==> src/rtl/x_move_sched_if.sv <==
// Control and status bundle for the horizontal movement scheduler.
// master drives the requests; slave is the scheduler side.
interface x_move_sched_if;
    logic        freeze;
    logic [1:0]  dir;
    logic        dash_req;
    logic        kb_req;
    logic        kb_dir;
    logic [11:0] x_begin;
    logic        tick;
    logic [1:0]  state;
    logic        facing;
    logic        at_left;
    logic        at_right;

    modport master (
        output freeze, dir, dash_req, kb_req, kb_dir,
        input  x_begin, tick, state, facing, at_left, at_right
    );

    modport slave (
        input  freeze, dir, dash_req, kb_req, kb_dir,
        output x_begin, tick, state, facing, at_left, at_right
    );
endinterface

==> src/rtl/x_move_sched.sv <==
// Frame-tick driven sprite x scheduler: walk, timed dash and knockback with
// edge clamping; requests are latched between ticks and resolved on the tick.
module x_move_sched #(
    parameter int unsigned TICK_PERIOD = 2097152,
    parameter int unsigned X_RESET     = 270,
    parameter int unsigned X_MAX       = 540,
    parameter int unsigned WALK_STEP   = 2,
    parameter int unsigned DASH_STEP   = 6,
    parameter int unsigned DASH_TICKS  = 8,
    parameter int unsigned KB_STEP     = 4,
    parameter int unsigned KB_TICKS    = 6
) (
    input logic            clk,
    input logic            rst,
    x_move_sched_if.slave  bus
);
    localparam int unsigned TW    = (TICK_PERIOD > 1) ? $clog2(TICK_PERIOD) : 1;
    localparam int unsigned DMAXT = (DASH_TICKS > KB_TICKS) ? DASH_TICKS : KB_TICKS;
    localparam int unsigned DW    = $clog2(DMAXT + 1);

    typedef enum logic [1:0] {
        S_IDLE  = 2'b00,
        S_WALK  = 2'b01,
        S_DASH  = 2'b10,
        S_KNOCK = 2'b11
    } state_t;

    logic [TW-1:0] r_tick_cnt;
    state_t        r_state;
    logic [11:0]   r_x;
    logic          r_facing;
    logic [DW-1:0] r_dur;
    logic          r_kb_pend;
    logic          r_kb_dir;
    logic          r_dash_pend;
    logic          r_dash_dir;

    logic w_tick;
    logic w_kb_pend;
    logic w_kb_dir;
    logic w_dash_pend;
    logic w_dir_valid;
    logic w_dir_right;
    logic w_dash_dir;

    // Pulses landing in the tick cycle itself are folded in here.
    assign w_tick      = (r_tick_cnt == TW'(TICK_PERIOD - 1));
    assign w_kb_pend   = r_kb_pend | bus.kb_req;
    assign w_kb_dir    = bus.kb_req ? bus.kb_dir : r_kb_dir;
    assign w_dash_pend = (r_dash_pend | bus.dash_req) && (r_state != S_KNOCK);
    assign w_dir_valid = bus.dir[1] ^ bus.dir[0];
    assign w_dir_right = bus.dir[0];
    assign w_dash_dir  = w_dir_valid ? w_dir_right : r_facing;

    function automatic logic [11:0] f_move(input logic [11:0] x, input logic right,
                                           input int unsigned step);
        logic [12:0] x13;
        logic [12:0] s13;
        x13 = {1'b0, x};
        s13 = 13'(step);
        if (right)
            return ((x13 + s13) > 13'(X_MAX)) ? 12'(X_MAX) : 12'(x13 + s13);
        else
            return (x13 < s13) ? '0 : 12'(x13 - s13);
    endfunction

    always_ff @(posedge clk) begin
        if (rst) begin
            r_tick_cnt  <= '0;
            r_state     <= S_IDLE;
            r_x         <= 12'(X_RESET);
            r_facing    <= 1'b1;
            r_dur       <= '0;
            r_kb_pend   <= 1'b0;
            r_kb_dir    <= 1'b0;
            r_dash_pend <= 1'b0;
            r_dash_dir  <= 1'b1;
        end else begin
            r_tick_cnt <= w_tick ? '0 : r_tick_cnt + TW'(1);
            if (w_tick && !bus.freeze) begin
                // Every processed tick consumes or drops both pending requests.
                r_kb_pend   <= 1'b0;
                r_dash_pend <= 1'b0;
                if (w_kb_pend) begin
                    r_state  <= S_KNOCK;
                    r_kb_dir <= w_kb_dir;
                    r_dur    <= DW'(KB_TICKS - 1);
                    r_x      <= f_move(r_x, w_kb_dir, KB_STEP);
                end else if (r_state == S_KNOCK) begin
                    r_x <= f_move(r_x, r_kb_dir, KB_STEP);
                    if (r_dur <= DW'(1)) begin
                        r_state <= S_IDLE;
                        r_dur   <= '0;
                    end else begin
                        r_dur <= r_dur - DW'(1);
                    end
                end else if (w_dash_pend) begin
                    r_state    <= S_DASH;
                    r_dash_dir <= w_dash_dir;
                    r_facing   <= w_dash_dir;
                    r_dur      <= DW'(DASH_TICKS - 1);
                    r_x        <= f_move(r_x, w_dash_dir, DASH_STEP);
                end else if (r_state == S_DASH) begin
                    r_x      <= f_move(r_x, r_dash_dir, DASH_STEP);
                    r_facing <= r_dash_dir;
                    if (r_dur <= DW'(1)) begin
                        r_state <= w_dir_valid ? S_WALK : S_IDLE;
                        r_dur   <= '0;
                    end else begin
                        r_dur <= r_dur - DW'(1);
                    end
                end else if (w_dir_valid) begin
                    r_state  <= S_WALK;
                    r_facing <= w_dir_right;
                    r_x      <= f_move(r_x, w_dir_right, WALK_STEP);
                end else begin
                    r_state <= S_IDLE;
                end
            end else begin
                if (bus.kb_req) begin
                    r_kb_pend <= 1'b1;
                    r_kb_dir  <= bus.kb_dir;
                end
                if (bus.dash_req && (r_state != S_KNOCK))
                    r_dash_pend <= 1'b1;
            end
        end
    end

    assign bus.x_begin  = r_x;
    assign bus.tick     = w_tick;
    assign bus.state    = r_state;
    assign bus.facing   = r_facing;
    assign bus.at_left  = (r_x == '0);
    assign bus.at_right = (r_x == 12'(X_MAX));
endmodule

==> src/flat_wrapper.sv <==
// flat-port wrapper written by rule: the top's interface ports become plain ports
module x_move_sched_flat 
#(
    parameter int unsigned TICK_PERIOD = 2097152,
    parameter int unsigned X_RESET     = 270,
    parameter int unsigned X_MAX       = 540,
    parameter int unsigned WALK_STEP   = 2,
    parameter int unsigned DASH_STEP   = 6,
    parameter int unsigned DASH_TICKS  = 8,
    parameter int unsigned KB_STEP     = 4,
    parameter int unsigned KB_TICKS    = 6
)
  (clk, rst, bus_freeze, bus_dir, bus_dash_req, bus_kb_req, bus_kb_dir, bus_x_begin, bus_tick, bus_state, bus_facing, bus_at_left, bus_at_right);
  x_move_sched_if bus_i ();
  input logic clk;
  input logic rst;
  input wire logic [$bits(bus_i.freeze)-1:0] bus_freeze;
  input wire logic [$bits(bus_i.dir)-1:0] bus_dir;
  input wire logic [$bits(bus_i.dash_req)-1:0] bus_dash_req;
  input wire logic [$bits(bus_i.kb_req)-1:0] bus_kb_req;
  input wire logic [$bits(bus_i.kb_dir)-1:0] bus_kb_dir;
  output wire logic [$bits(bus_i.x_begin)-1:0] bus_x_begin;
  output wire logic [$bits(bus_i.tick)-1:0] bus_tick;
  output wire logic [$bits(bus_i.state)-1:0] bus_state;
  output wire logic [$bits(bus_i.facing)-1:0] bus_facing;
  output wire logic [$bits(bus_i.at_left)-1:0] bus_at_left;
  output wire logic [$bits(bus_i.at_right)-1:0] bus_at_right;
  assign bus_i.freeze = bus_freeze;
  assign bus_i.dir = bus_dir;
  assign bus_i.dash_req = bus_dash_req;
  assign bus_i.kb_req = bus_kb_req;
  assign bus_i.kb_dir = bus_kb_dir;
  assign bus_x_begin = bus_i.x_begin;
  assign bus_tick = bus_i.tick;
  assign bus_state = bus_i.state;
  assign bus_facing = bus_i.facing;
  assign bus_at_left = bus_i.at_left;
  assign bus_at_right = bus_i.at_right;
  x_move_sched #(.TICK_PERIOD(TICK_PERIOD), .X_RESET(X_RESET), .X_MAX(X_MAX), .WALK_STEP(WALK_STEP), .DASH_STEP(DASH_STEP), .DASH_TICKS(DASH_TICKS), .KB_STEP(KB_STEP), .KB_TICKS(KB_TICKS)) u_core (.clk(clk), .rst(rst), .bus(bus_i));
endmodule
==> config.mk <==
export PLATFORM = sky130hd
export DESIGN_NAME = x_move_sched_flat
export DESIGN_NICKNAME = d
export VERILOG_FILES = /design/src/rtl/x_move_sched_if.sv /design/src/rtl/x_move_sched.sv /design/src/flat_wrapper.sv
export SDC_FILE = /design/constraint.sdc
export NUM_CORES = 1
export LEC_CHECK = 0
export CAP_MARGIN = 20
export CORE_ASPECT_RATIO = 1.1
export CORE_UTILIZATION = 55
export CTS_BUF_LIST = sky130_fd_sc_hd__clkbuf_16
export CTS_CLUSTER_DIAMETER = 100
export CTS_CLUSTER_SIZE = 30
export DETAILED_ROUTE_END_ITERATION = 8
export PLACE_DENSITY_LB_ADDON = 0.08
export SLEW_MARGIN = 20
export SYNTH_ARGS = -nofsm -noshare
export SYNTH_HDL_FRONTEND = slang
export SYNTH_SLANG_ARGS = --single-unit
==> constraint.sdc <==
create_clock -name clk -period 3.37 [get_ports clk]
set_input_delay 0.674 -clock clk [delete_from_list [all_inputs] [get_ports clk]]
set_output_delay 0.674 -clock clk [all_outputs]
set_load 0.01 [all_outputs]
Yosys cells after proc, flatten, opt, wreduce, memory -nomap -nowiden
Cells that the tools add are included.
{ "word_totals": {"reg_bits": 44, "input_bits": 8, "word_cells": 85} }
{ "classes": {"n_addsub": 8, "n_lt_le_gt_ge": 7, "eq_ne": 8, "n_mux": 34, "bitwise_logic": 5, "n_reduce_logical": 14} }
{ "op_table": {"columns": ["cell", "count"], "rows": [
  ["$mux 12", 16],
  ["$gt 13x10->1 const B", 3],
  ["$add 12x3->13 const B", 2],
  ["$lt 12x3->1 const B", 2],
  ["$sub 12x3->12 const B", 2],
  ["$add 21x1->21 const B", 1],
  ["$eq 21x21->1 const B", 1],
  ["$mux 4", 5],
  ["$add 12x2->13 const B", 1],
  ["$eq 12x10->1 const B", 1],
  ["$logic_not 12->1", 1],
  ["$lt 12x2->1 const B", 1],
  ["$mux 2", 6],
  ["$sub 12x2->12 const B", 1],
  ["$mux 1", 7],
  ["$reduce_and 3->1", 2],
  ["$reduce_bool 5->1", 1],
  ["$eq 2x2->1 const B", 2],
  ["$le 4x1->1 const B", 1],
  ["$ne 4x1->1 const B", 1],
  ["$reduce_and 2->1", 2],
  ["$reduce_and 4->1", 1],
  ["$reduce_bool 4->1", 1],
  ["$reduce_or 2->1", 2],
  ["9 further kinds", 13]
]} }

Longest topological paths before layout
Gate-level depths: netlist of the first run.
{ "depth": {"ltp_word": 9, "depth_mapped": 13, "mapped_depth_nobuf": 10} }

Worst setup path before layout of the first run
No wires, ideal clock.
{ "synth_timing": {"path_kind": "reg2reg", "start": "register u_core.r_x[1], in the netlist u_core.bus.x_begin[1]", "end": "register u_core.r_x[3], in the netlist u_core.bus.x_begin[3]", "setup_time_ns": 0.127, "t_arrival_ns": 2.766, "required_time_ns": 3.243, "path_slack_ns": 0.477, "path_stages_with_launch": 13, "n_path_buf": 2, "cell_sequence": "dfxtp_1 > buf_2 > inv_2 > ha_1 > buf_2 > and3b_1 > o21ai_1 > a221o_1 > a221oi_2 > o21ai_2 > o41ai_2 > a211oi_1 > or3_1"} }
{ "synth_between": {"elab_chain_len": 9, "elab_cells_between_ends": 28} }
{ "synth_lines": {"columns": ["item", "line_no", "source"], "rows": [
  ["from (decl)", "x_move_sched.sv:30", "logic [11:0] r_x;"],
  ["from (signal assigned)", "x_move_sched.sv:71", "r_x <= 12'(X_RESET);"],
  ["from (signal assigned)", "x_move_sched.sv:88", "r_x <= f_move(r_x, w_kb_dir, KB_STEP);"],
  ["from (signal assigned)", "x_move_sched.sv:90", "r_x <= f_move(r_x, r_kb_dir, KB_STEP);"],
  ["$add 12x2->13", "x_move_sched.sv:62", "return ((x13 + s13) > 13'(X_MAX)) ? 12'(X_MAX) : 12'(x13 + s13);"],
  ["$gt 13x10->1", "x_move_sched.sv:62", null],
  ["$mux 12", "x_move_sched.sv:62", null],
  ["$mux 12", "x_move_sched.sv:61", "if (right)"],
  ["$mux 12", "x_move_sched.sv:112", "end else if (w_dir_valid) begin"],
  ["$mux 12", "x_move_sched.sv:103", "end else if (r_state == S_DASH) begin"],
  ["$mux 12", "x_move_sched.sv:97", "end else if (w_dash_pend) begin"],
  ["$mux 12", "x_move_sched.sv:89", "end else if (r_state == S_KNOCK) begin"],
  ["$mux 12 (*)", "x_move_sched.sv:84", "if (w_kb_pend) begin"]
]} }
Mark *: on every way between the ends. The rest lies on a longest branch, timed or not. The select of a mux whose other input is x is not followed.
A chain may end at the register's enable or synchronous reset.

Final worst setup path of the first run
{ "layout_timing": {"start": "register u_core.r_x[3], in the netlist u_core.bus.x_begin[3]", "end": "register u_core.r_x[0], in the netlist u_core.bus.x_begin[0]"} }
The elaborated chain is that of the path after synthesis.

==> impl_results.md, run 1 <==
- Fin. Hold Viols: 0
- Yosys warning count: 0
- Max Clock Skew: 0.00885 ns
- Worst slew pin tran: 0.713 ns
- Critical path cell sequence: ha_1 -> nand4_1 -> nor2_1 -> mux2_2 -> and3_4 -> a31oi_4 -> a21boi_0 -> o41ai_1 -> a21oi_1
- Unique masters post-synth: 82
- Placement Setup Slack: 0.184 ns
- Largest cells by area after synthesis: dfxtp_1, nor2_1, nand2_1, xnor2_1, xor2_1
- VDD IR-drop max: 283 µV
- Crit Path Max Fanout: 8
- Fin area: 5110 µm²
- Largest net degree at the start of global routing: 23
- GPL Wtd Cong: 0.985
- Cell area after placement: 4930 µm²
- Cells after Synth: 639
- Non-Filler Instances: 770
- Slowest stage delay, CP: 0.50 ns
- Global Route Usage Sum: 39.5%
- Avg Inst Size Synth: 7.03 µm²
- Clock Latency Late Sink: 0.30 ns
- FP Rows: 34
- Asr flop ratio synth: 0%
- Longest Clk Path Bufs: 2
- Fmax: 309 MHz
- Slew Viols, Final: 0
- Cell Count Post-Placement: 762
- WL per Instance: 21.4 µm
- Vias/cell: 6.77
- Commonest cells after routing, fill and taps aside: nor2_1, nand2_1, dfxtp_1, buf_4, a21oi_1
- Syn_nets: 659
- Setup Buffers After CTS: 0
- Fin worst setup slack: 0.137 ns
- Worst-path clk slew: 0.07 ns
- Worst Setup Start Kind: flop
- Final period utilization: 95.9%
- HPWL after DPL: 12,200 µm
- Kind of critical path: reg -> reg
- Clock Sinks: 44
- Antenna Violating Nets Remaining: 0
- Drt drc: 0
- Router iterations before antenna repair: 7
- GRT overflow: 0
- Share of layout cells above drive strength 1: 11.9%
- Pleak: 1.84 nW
- CTS tree: done
- CTS Buf Count: 5
- WHS: 0.462 ns
- Synth Flop Type: dfxtp_1
- Number of diodes: 0
- Sequential area share after synthesis: 19.6%
- Max-capacitance violation count: 0
- Port bufs: 25
- Post-route minimum period: 3.23 ns
- DRT iter0 DRCs: 691
- Synth Register Bits: 44
- Setup violators final: 0
- Tot Pwr: 0.00127 W
- Power density over the cells: 249 nW/µm²
- CTS Root Cell: clkbuf_16
- Initial antenna violation count: 0
- Nets: 681
- WP data required: 3.55 ns
- Top cell type's share of synthesized area: 19.6%
- Synth-to-layout area growth: 13.8%
- Via Count: 5,213
- Max stage delay cell, worst path: dfxtp_1
- Max-slew headroom: 52.4%
- Worst min-delay path class: reg -> reg
- Die Height: 96.8 µm
- Commonest non-fill, non-tap cell in the layout: nor2_1
- Number of flops mapped to enable cells by yosys: 0
- Netlist Area Pre-Place: 4490 µm²
- First-pass GRT wire length: 25,800 µm
- CP Capture Type: flop
- Worst EP arrival: 3.41 ns
- Status: finished clean
- Num ports: 26
- Core ar.: 7910 µm²
- Initial Utilization: 56.8%
- Crit path buf inv count: 0
- Leading area contributor after synthesis: dfxtp_1
- Crit path max-delay family: compound AO/OA/AOI/OAI gates
- H-tree levels: 2
- Routed wire length: 16,500 µm
- Die area: 8530 µm²
- Chip width: 88.2 µm
- Vias in the first global route: 4,930
[cell families (layout without fill, tap and decap cells)]
| family | count (synthesis) | after routing | share of synthesized area [%] |
|---|---|---|---|
| simple gates | 296 | 296 | 33.3 |
| buf+inv | 62 | 85 | 6.24 |
| mux | 10 | 10 | 2.34 |
| flops | 44 | 44 | 19.6 |
| fa+ha+maj | 12 | 12 | 3.34 |
| compound gates | 170 | 170 | 26.4 |
| xor+xnor | 45 | 45 | 8.78 |
[layout make-up]
cell class | instances | area [µm²]
Tap cell | 108 | 135
Multi-Input combinational cell | 533 | 3340
Sequential cell | 44 | 881
Clock inverter | 3 | 46.3
Inverter | 15 | 56.3
Timing Repair Buffer | 62 | 528
Fill cell | 727 | 2800
Clock buffer | 5 | 125
[power by group]
part	switching, W	internal [W]	total, W
Sequential	0.00000783	0.000525	0.000533
Combinational	0.0000949	0.0000511	0.000146
Clock	0.000242	0.000353	0.000595
[cells in the mapped netlist (4+ instances only)]
cell and count:
mux2i_1 6, or2_2 5, nand3_1 29, a21oi_1 36
and2_1 8, dfxtp_1 44, o211ai_1 13, clkbuf_1 23
mux2_2 4, o21ai_0 29, xor2_1 22, ha_1 12
xnor2_1 23, nor2b_1 5, o31a_1 5, nor2_1 86
a21boi_0 4, inv_1 13, buf_2 17, nor3b_1 4
nor4_1 6, o31ai_1 12, or3_1 9, nor3_1 33
nand2_1 60, a31oi_1 17, o221ai_1 5, a211oi_1 6
nand4_1 12, nand2b_1 10
[flip-flops by register name, summed over array words and instances (netlist names)]
signal and flops:
u_core.r_tick_cnt 21, u_core.r_kb_pend 1, u_core.r_dur 4, u_core.r_dash_pend 1
u_core.bus.x_begin 12, u_core.r_kb_dir 1, u_core.bus.facing 1, u_core.r_dash_dir 1
u_core.bus.state 2
[timing repair]
| item | CTS | global route |
|---|---|---|
| hold buffers | 0 | 0 |
| setup endpoints to repair | 0 | 1 |
| gates resized for setup | 0 | 2 |
[final timing paths]
path,end,cells past startpoint,slack [ns],from
worst max-delay path,u_core.bus.x_begin[0],9,0.14,u_core.bus.x_begin[3]
worst min-delay path,u_core.r_tick_cnt[0],1,0.46,u_core.r_tick_cnt[0]
worst max register to register,u_core.bus.x_begin[0],9,0.14,u_core.bus.x_begin[3]
worst min register to register,u_core.r_tick_cnt[0],1,0.46,u_core.r_tick_cnt[0]
[metrics by stage]
step | utilization (%) | TNS [ns]
after floorplan | - | 0
after global placement | 62.3 | 0
after detailed placement | 62.3 | 0
after CTS | 64.5 | 0
after global routing | 64.6 | -0.000647
final | 64.6 | 0
[routing by layer]
metal	part of all wire [%]	wire (µm)	GRT usage, %	up-vias
met5	0	0	0	-
met4	5.7	947	21.3	0
met3	9.4	1560	7.25	79
met2	46	7580	61.4	351
met1	39	6400	51.0	2423
li1	-	-	-	2360
Power figures use the tool's default switching activity.
==> run 2, diff against run 1 <==
--- a/config.mk
+++ b/config.mk
@@ -7,6 +7,7 @@
 export LEC_CHECK = 0
 export CAP_MARGIN = 20
 export CORE_ASPECT_RATIO = 1.1
+export CORE_MARGIN = 8
 export CORE_UTILIZATION = 55
 export CTS_BUF_LIST = sky130_fd_sc_hd__clkbuf_16
 export CTS_CLUSTER_DIAMETER = 100
==> constraint.sdc (replaced) <==
create_clock -name clk -period 4.1 [get_ports clk]
set_input_delay 0.82 -clock clk [delete_from_list [all_inputs] [get_ports clk]]
set_output_delay 0.82 -clock clk [all_outputs]
set_load 0.01 [all_outputs]
==> run 2 against run 1 <==
  * Combinational power down 18%
  * Flip-flop and latch count unchanged
  * Global-route usage down 10 points
  * Cell count down 1.9%
  * Non-clock buffer count down 15
  * Count of clock-buffer cells in the layout unchanged
  * Worst setup slack better by 0.28 ns
  * Register-to-register slack better by 0.28 ns
  * Via count down 0.52%
  * Routed wire length up 1.4%
  * Largest cell class unchanged
  * Largest power group unchanged
==> impl_results.md, run 2 (synthesis gave the netlist of run 1 again) <==
- Core ar.: 7910 µm²
- Fin area: 4990 µm²
- Nets: 666
- Power density over the cells: 207 nW/µm²
- Worst Setup Start Kind: flop
- Hold path depth: 1
- Crit path max-delay family: compound AO/OA/AOI/OAI gates
- Reg2reg start: u_core.bus.x_begin[3]
- Worst-path clk slew: 0.07 ns
- Setup Buffers After CTS: 0
- WP data required: 4.27 ns
- Worst flop-to-flop path endpoint: u_core.bus.x_begin[6]
- Clock Sinks: 44
- Slowest stage delay, CP: 0.68 ns
- Longest Clk Path Bufs: 2
- Pleak: 1.77 nW
- Initial antenna violation count: 0
- Biggest register: u_core.r_tick_cnt
- Hold Buf Count CTS: 0
- Final core occ: 63.0%
- CTS Root Cell: clkbuf_16
- Max-capacitance violation count: 0
- RSZ-0062 raised after global routing: false
- Vias/cell: 6.87
- Port bufs: 25
- Status: finished clean
- Kind of critical path: reg -> reg
- Max Clock Skew: 0.0146 ns
- Worst reg2reg setup slack: 0.42 ns
- HPWL after DPL: 12,500 µm
- Die Height: 111 µm
- Worst slew pin tran: 0.731 ns
- VDD IR-drop max: 238 µV
- Max-slew headroom: 50.0%
- Vias in the first global route: 4,812
- DRT iter0 DRCs: 603
- Routed wire length: 16,700 µm
- Share of layout cells above drive strength 1: 9.58%
- Commonest non-fill, non-tap cell in the layout: nor2_1
- Worst EP arrival: 3.84 ns
- WHS: 0.484 ns
- Fin. Hold Viols: 0
- Chip width: 102 µm
- CTS Buf Count: 5
- GPL Wtd Cong: 1.04
- First-pass GRT wire length: 26,000 µm
- R2R depth: 9
- Cell area after placement: 4820 µm²
- H-tree levels: 2
- Non-Filler Instances: 755
- Crit Path Max Fanout: 12
- Drt drc: 0
- Fillers: 741
- Worst min-delay path class: reg -> reg
- Antenna Violating Nets Remaining: 0
- Router iterations before antenna repair: 5
- Slew Viols, Final: 0
- Hold Startpoint: u_core.r_tick_cnt[0]
- Num ports: 26
- Cts repair resizes: 0
- Cell Count Post-Placement: 747
- Via Count: 5,186
- Global Route Usage Sum: 29.0%
- Post-route minimum period: 3.68 ns
- CTS tree: done
- Hold endpoint: u_core.r_tick_cnt[0]
- Setup violators final: 0
- Synth-to-layout area growth: 11.1%
- Final period utilization: 89.7%
- Max reg flops: 21
- CP Capture Type: flop
- FP Rows: 34
- Fmax: 272 MHz
- Crit path buf inv count: 0
- Die area: 11,300 µm²
- Initial Utilization: 56.8%
- GRT overflow: 0
- Most frequent CP cell: nor2_1
- Max stage delay cell, worst path: a2111oi_0
- Setup_tns: 0 ns
- Largest net degree at the start of global routing: 21
- Clock Latency Late Sink: 0.30 ns
- Critical path cell sequence: ha_1 -> nand4_1 -> nor2_1 -> mux2_2 -> and3_4 -> a31oi_4 -> nor2_1 -> a2111oi_0 -> o41ai_1
- WL per Instance: 22.1 µm
- Number of diodes: 0
- Commonest cells after routing, fill and taps aside: nor2_1, nand2_1, dfxtp_1, a21oi_1, nor3_1
## run 2: worst max path at each step
stage | from | end | slack (ns) | cells after the start
floorplan | u_core.bus.x_begin[1] | u_core.bus.x_begin[3] | 1.21 | 12
global placement | bus_dash_req | u_core.bus.x_begin[6] | 0.49 | 7
CTS | u_core.r_tick_cnt[0] | bus_tick | 0.48 | 7
global route | u_core.r_tick_cnt[0] | bus_tick | 0.26 | 7
finish | u_core.bus.x_begin[3] | u_core.bus.x_begin[6] | 0.42 | 9
detailed placement | bus_dash_req | u_core.bus.x_begin[6] | 0.46 | 7
## run 2: stage by stage
step	worst slack [ns]	power [W]
6_report	0.422	0.00103
5_1_grt	0.264	0.00106
4_1_cts	0.479	0.00103
3_5_place_dp	0.458	0.000563
3_3_place_gp	0.486	0.000562
2_1_floorplan	1.21	0.000523
## run 2: cell type report
type                    count  area, µm²  share of cell area, %
multi-input cells         533       3330                   66.7
repair buffers             47        415                   8.33
flip-flops and latches     44        881                   17.7
inverters                  15       56.3                   1.13
clock inverters             3       46.3                  0.928
clock buffers               5        125                   2.51
well taps                 108        135                   2.71
## run 2: report_power, final
part / internal, W / switching, W / leakage [nW]
logic: 0.0000418 / 0.0000785 / 1.33
clock network: 0.000290 / 0.000184 / 0.0804
registers: 0.000432 / 0.00000618 / 0.356
total: 0.000763 / 0.000269 / 1.77
## run 2: layer usage
metal	vias to the layer above	GRT usage [%]	share of wire, %
met3	76	5.21	9.4
met2	381	45.0	45
met4	0	18.3	6.7
met1	2392	35.7	38
met5	-	0	0
li1	2337	-	-
==> run 3, diff against run 2 <==
--- a/config.mk
+++ b/config.mk
@@ -6,14 +6,17 @@
 export NUM_CORES = 1
 export LEC_CHECK = 0
 export CAP_MARGIN = 20
+export CELL_PAD_IN_SITES_DETAIL_PLACEMENT = 0
+export CELL_PAD_IN_SITES_GLOBAL_PLACEMENT = 1
 export CORE_ASPECT_RATIO = 1.1
 export CORE_MARGIN = 8
-export CORE_UTILIZATION = 55
+export CORE_UTILIZATION = 48
 export CTS_BUF_LIST = sky130_fd_sc_hd__clkbuf_16
 export CTS_CLUSTER_DIAMETER = 100
 export CTS_CLUSTER_SIZE = 30
 export DETAILED_ROUTE_END_ITERATION = 8
 export PLACE_DENSITY_LB_ADDON = 0.08
+export SKIP_CTS_REPAIR_TIMING = 1
 export SLEW_MARGIN = 20
 export SYNTH_ARGS = -nofsm -noshare
 export SYNTH_HDL_FRONTEND = slang
==> run 3 against run 2 <==
  * First-iteration DRC count down 15%
  * Utilization is 9.1 points lower
  * Power shrank 7.4%
  * Critical path depth fell by 2
  * Routed wire length grew 0.14%
  * Sequential share of layout area grew 0.062 points
  * Via count shrank 1.7%
  * Clock power decreased by 15%
  * Sequential power is essentially flat
  * Cell area shrank 0.35%
  * Cell count increased by 1.2%
  * Die area up 12%
==> impl_results.md, run 3 (synthesis gave the netlist of run 1 again) <==
- Fin worst setup slack: 0.569 ns
- Initial Utilization: 48.7%
- Number of diodes: 0
- Worst min-delay path class: reg -> reg
- Die Height: 117 µm
- Worst-path clk slew: 0.06 ns
- Max-capacitance violation count: 0
- Slowest stage delay, CP: 0.54 ns
- Reg2reg start: u_core.bus.x_begin[2]
- Kind of critical path: reg -> out
- Global Route Usage Sum: 25.9%
- Core ar.: 9210 µm²
- Nets: 666
- Antenna Violating Nets Remaining: 0
- Fin area: 4970 µm²
- Die area: 12,700 µm²
- Crit Path Max Fanout: 6
- Pleak: 1.76 nW
- GRT overflow: 0
- Routed wire length: 16,700 µm
- Worst Setup Start Kind: flop
- Vias/cell: 6.67
- Num ports: 26
- Largest net degree at the start of global routing: 23
- Share of layout cells above drive strength 1: 9.43%
- First-pass GRT wire length: 26,200 µm
- Status: finished clean
- Worst slew pin tran: 0.631 ns
- Via Count: 5,099
- Fin. Hold Viols: 0
- Placement Setup Slack: 0.679 ns
- Vias in the first global route: 4,746
- Most frequent CP cell: nand3_1
- Max-slew headroom: 57.9%
- Port bufs: 25
- Clock Latency Late Sink: 0.29 ns
- Critical path cell sequence: ha_1 -> nand3_1 -> nor2_1 -> nand3_1 -> nor4_1 -> and2_1 -> clkdlybuf4s50_1
- Worst EP arrival: 2.71 ns
- Final period utilization: 86.1%
- Synth-to-layout area growth: 10.7%
- VDD IR-drop max: 236 µV
- CP Capture Type: primary output
- Slew Viols, Final: 0
- Cell area after placement: 4830 µm²
- Initial antenna violation count: 0
- CTS tree: done
- Drt drc: 0
- R2R depth: 10
- Max reg flops: 21
- Non-Filler Instances: 764
- Max Clock Skew: 0.00416 ns
- Hold Startpoint: u_core.r_tick_cnt[0]
- Router iterations before antenna repair: 6
- GPL Wtd Cong: 1.03
- Post-route minimum period: 3.53 ns
- CTS Buf Count: 5
- Setup_tns: 0 ns
- Fmax: 283 MHz
- Commonest cells after routing, fill and taps aside: nor2_1, nand2_1, dfxtp_1, a21oi_1, nor3_1
- H-tree levels: 2
- Worst flop-to-flop path endpoint: u_core.bus.x_begin[3]
- Biggest register: u_core.r_tick_cnt
- Worst reg2reg setup slack: 0.63 ns
- DRT iter0 DRCs: 513
- Cell Count Post-Placement: 756
- Max stage delay cell, worst path: clkdlybuf4s50_1
- Hold path depth: 1
- FP Rows: 37
- HPWL after DPL: 12,600 µm
- Chip width: 108 µm
- Commonest non-fill, non-tap cell in the layout: nor2_1
- CTS Root Cell: clkbuf_16
- Final core occ: 54.0%
- Hold endpoint: u_core.r_tick_cnt[0]
- Power density over the cells: 192 nW/µm²
- WL per Instance: 21.9 µm
- RSZ-0062 raised after global routing: false
- Clock Sinks: 44
- Setup violators final: 0
- WP data required: 3.28 ns
- Longest Clk Path Bufs: 2
run 3: worst max-delay path, delay by kind of cell, from the launching register on:
kind,cells,cell delay [ns]
buffers and inverters,1,0.54
DFF,1,0.37
adders and majority gates,1,0.20
and+or+nand+nor,5,1.31
run 3: worst max-delay path by stage:
stage,startpoint,cells past startpoint,slack [ns],end
2_1_floorplan,u_core.bus.x_begin[1],12,1.21,u_core.bus.x_begin[3]
3_3_place_gp,bus_dash_req,8,0.67,u_core.bus.x_begin[4]
3_5_place_dp,bus_dash_req,8,0.68,u_core.bus.x_begin[4]
4_1_cts,u_core.r_tick_cnt[0],7,0.52,bus_tick
5_1_grt,u_core.r_tick_cnt[0],7,0.30,bus_tick
6_report,u_core.r_tick_cnt[0],7,0.57,bus_tick
run 3: report_power, final:
group,internal (W),switching [W],total (W)
Sequential,0.000432,0.00000599,0.000438
Clock,0.000225,0.000178,0.000403
Combinational,0.0000398,0.0000749,0.000115
run 3: final cells by class:
class	instances	area, µm²
clock buffers	5	125
clock inverters	3	17.5
fillers	932	4240
inverters	15	56.3
multi-input cells	533	3330
flip-flops and latches	44	881
well taps	117	146
repair buffers	47	415
run 3: routing by layer:
metal | global-route usage (%) | vias up | part of all wire [%]
met1 | 33.2 | 2387 | 40
met5 | 0 | - | 0
li1 | - | 2354 | -
met4 | 14.3 | 0 | 5.1
met3 | 3.01 | 62 | 8.7
met2 | 40.9 | 296 | 46
run 3: metrics by stage:
stage	hold WS (ns)	total power [W]
6_report	0.464	0.000956
5_1_grt	0.503	0.000991
4_1_cts	0.466	0.000963
3_5_place_dp	0.451	0.000559
3_3_place_gp	0.440	0.000559
2_1_floorplan	0.430	0.000523
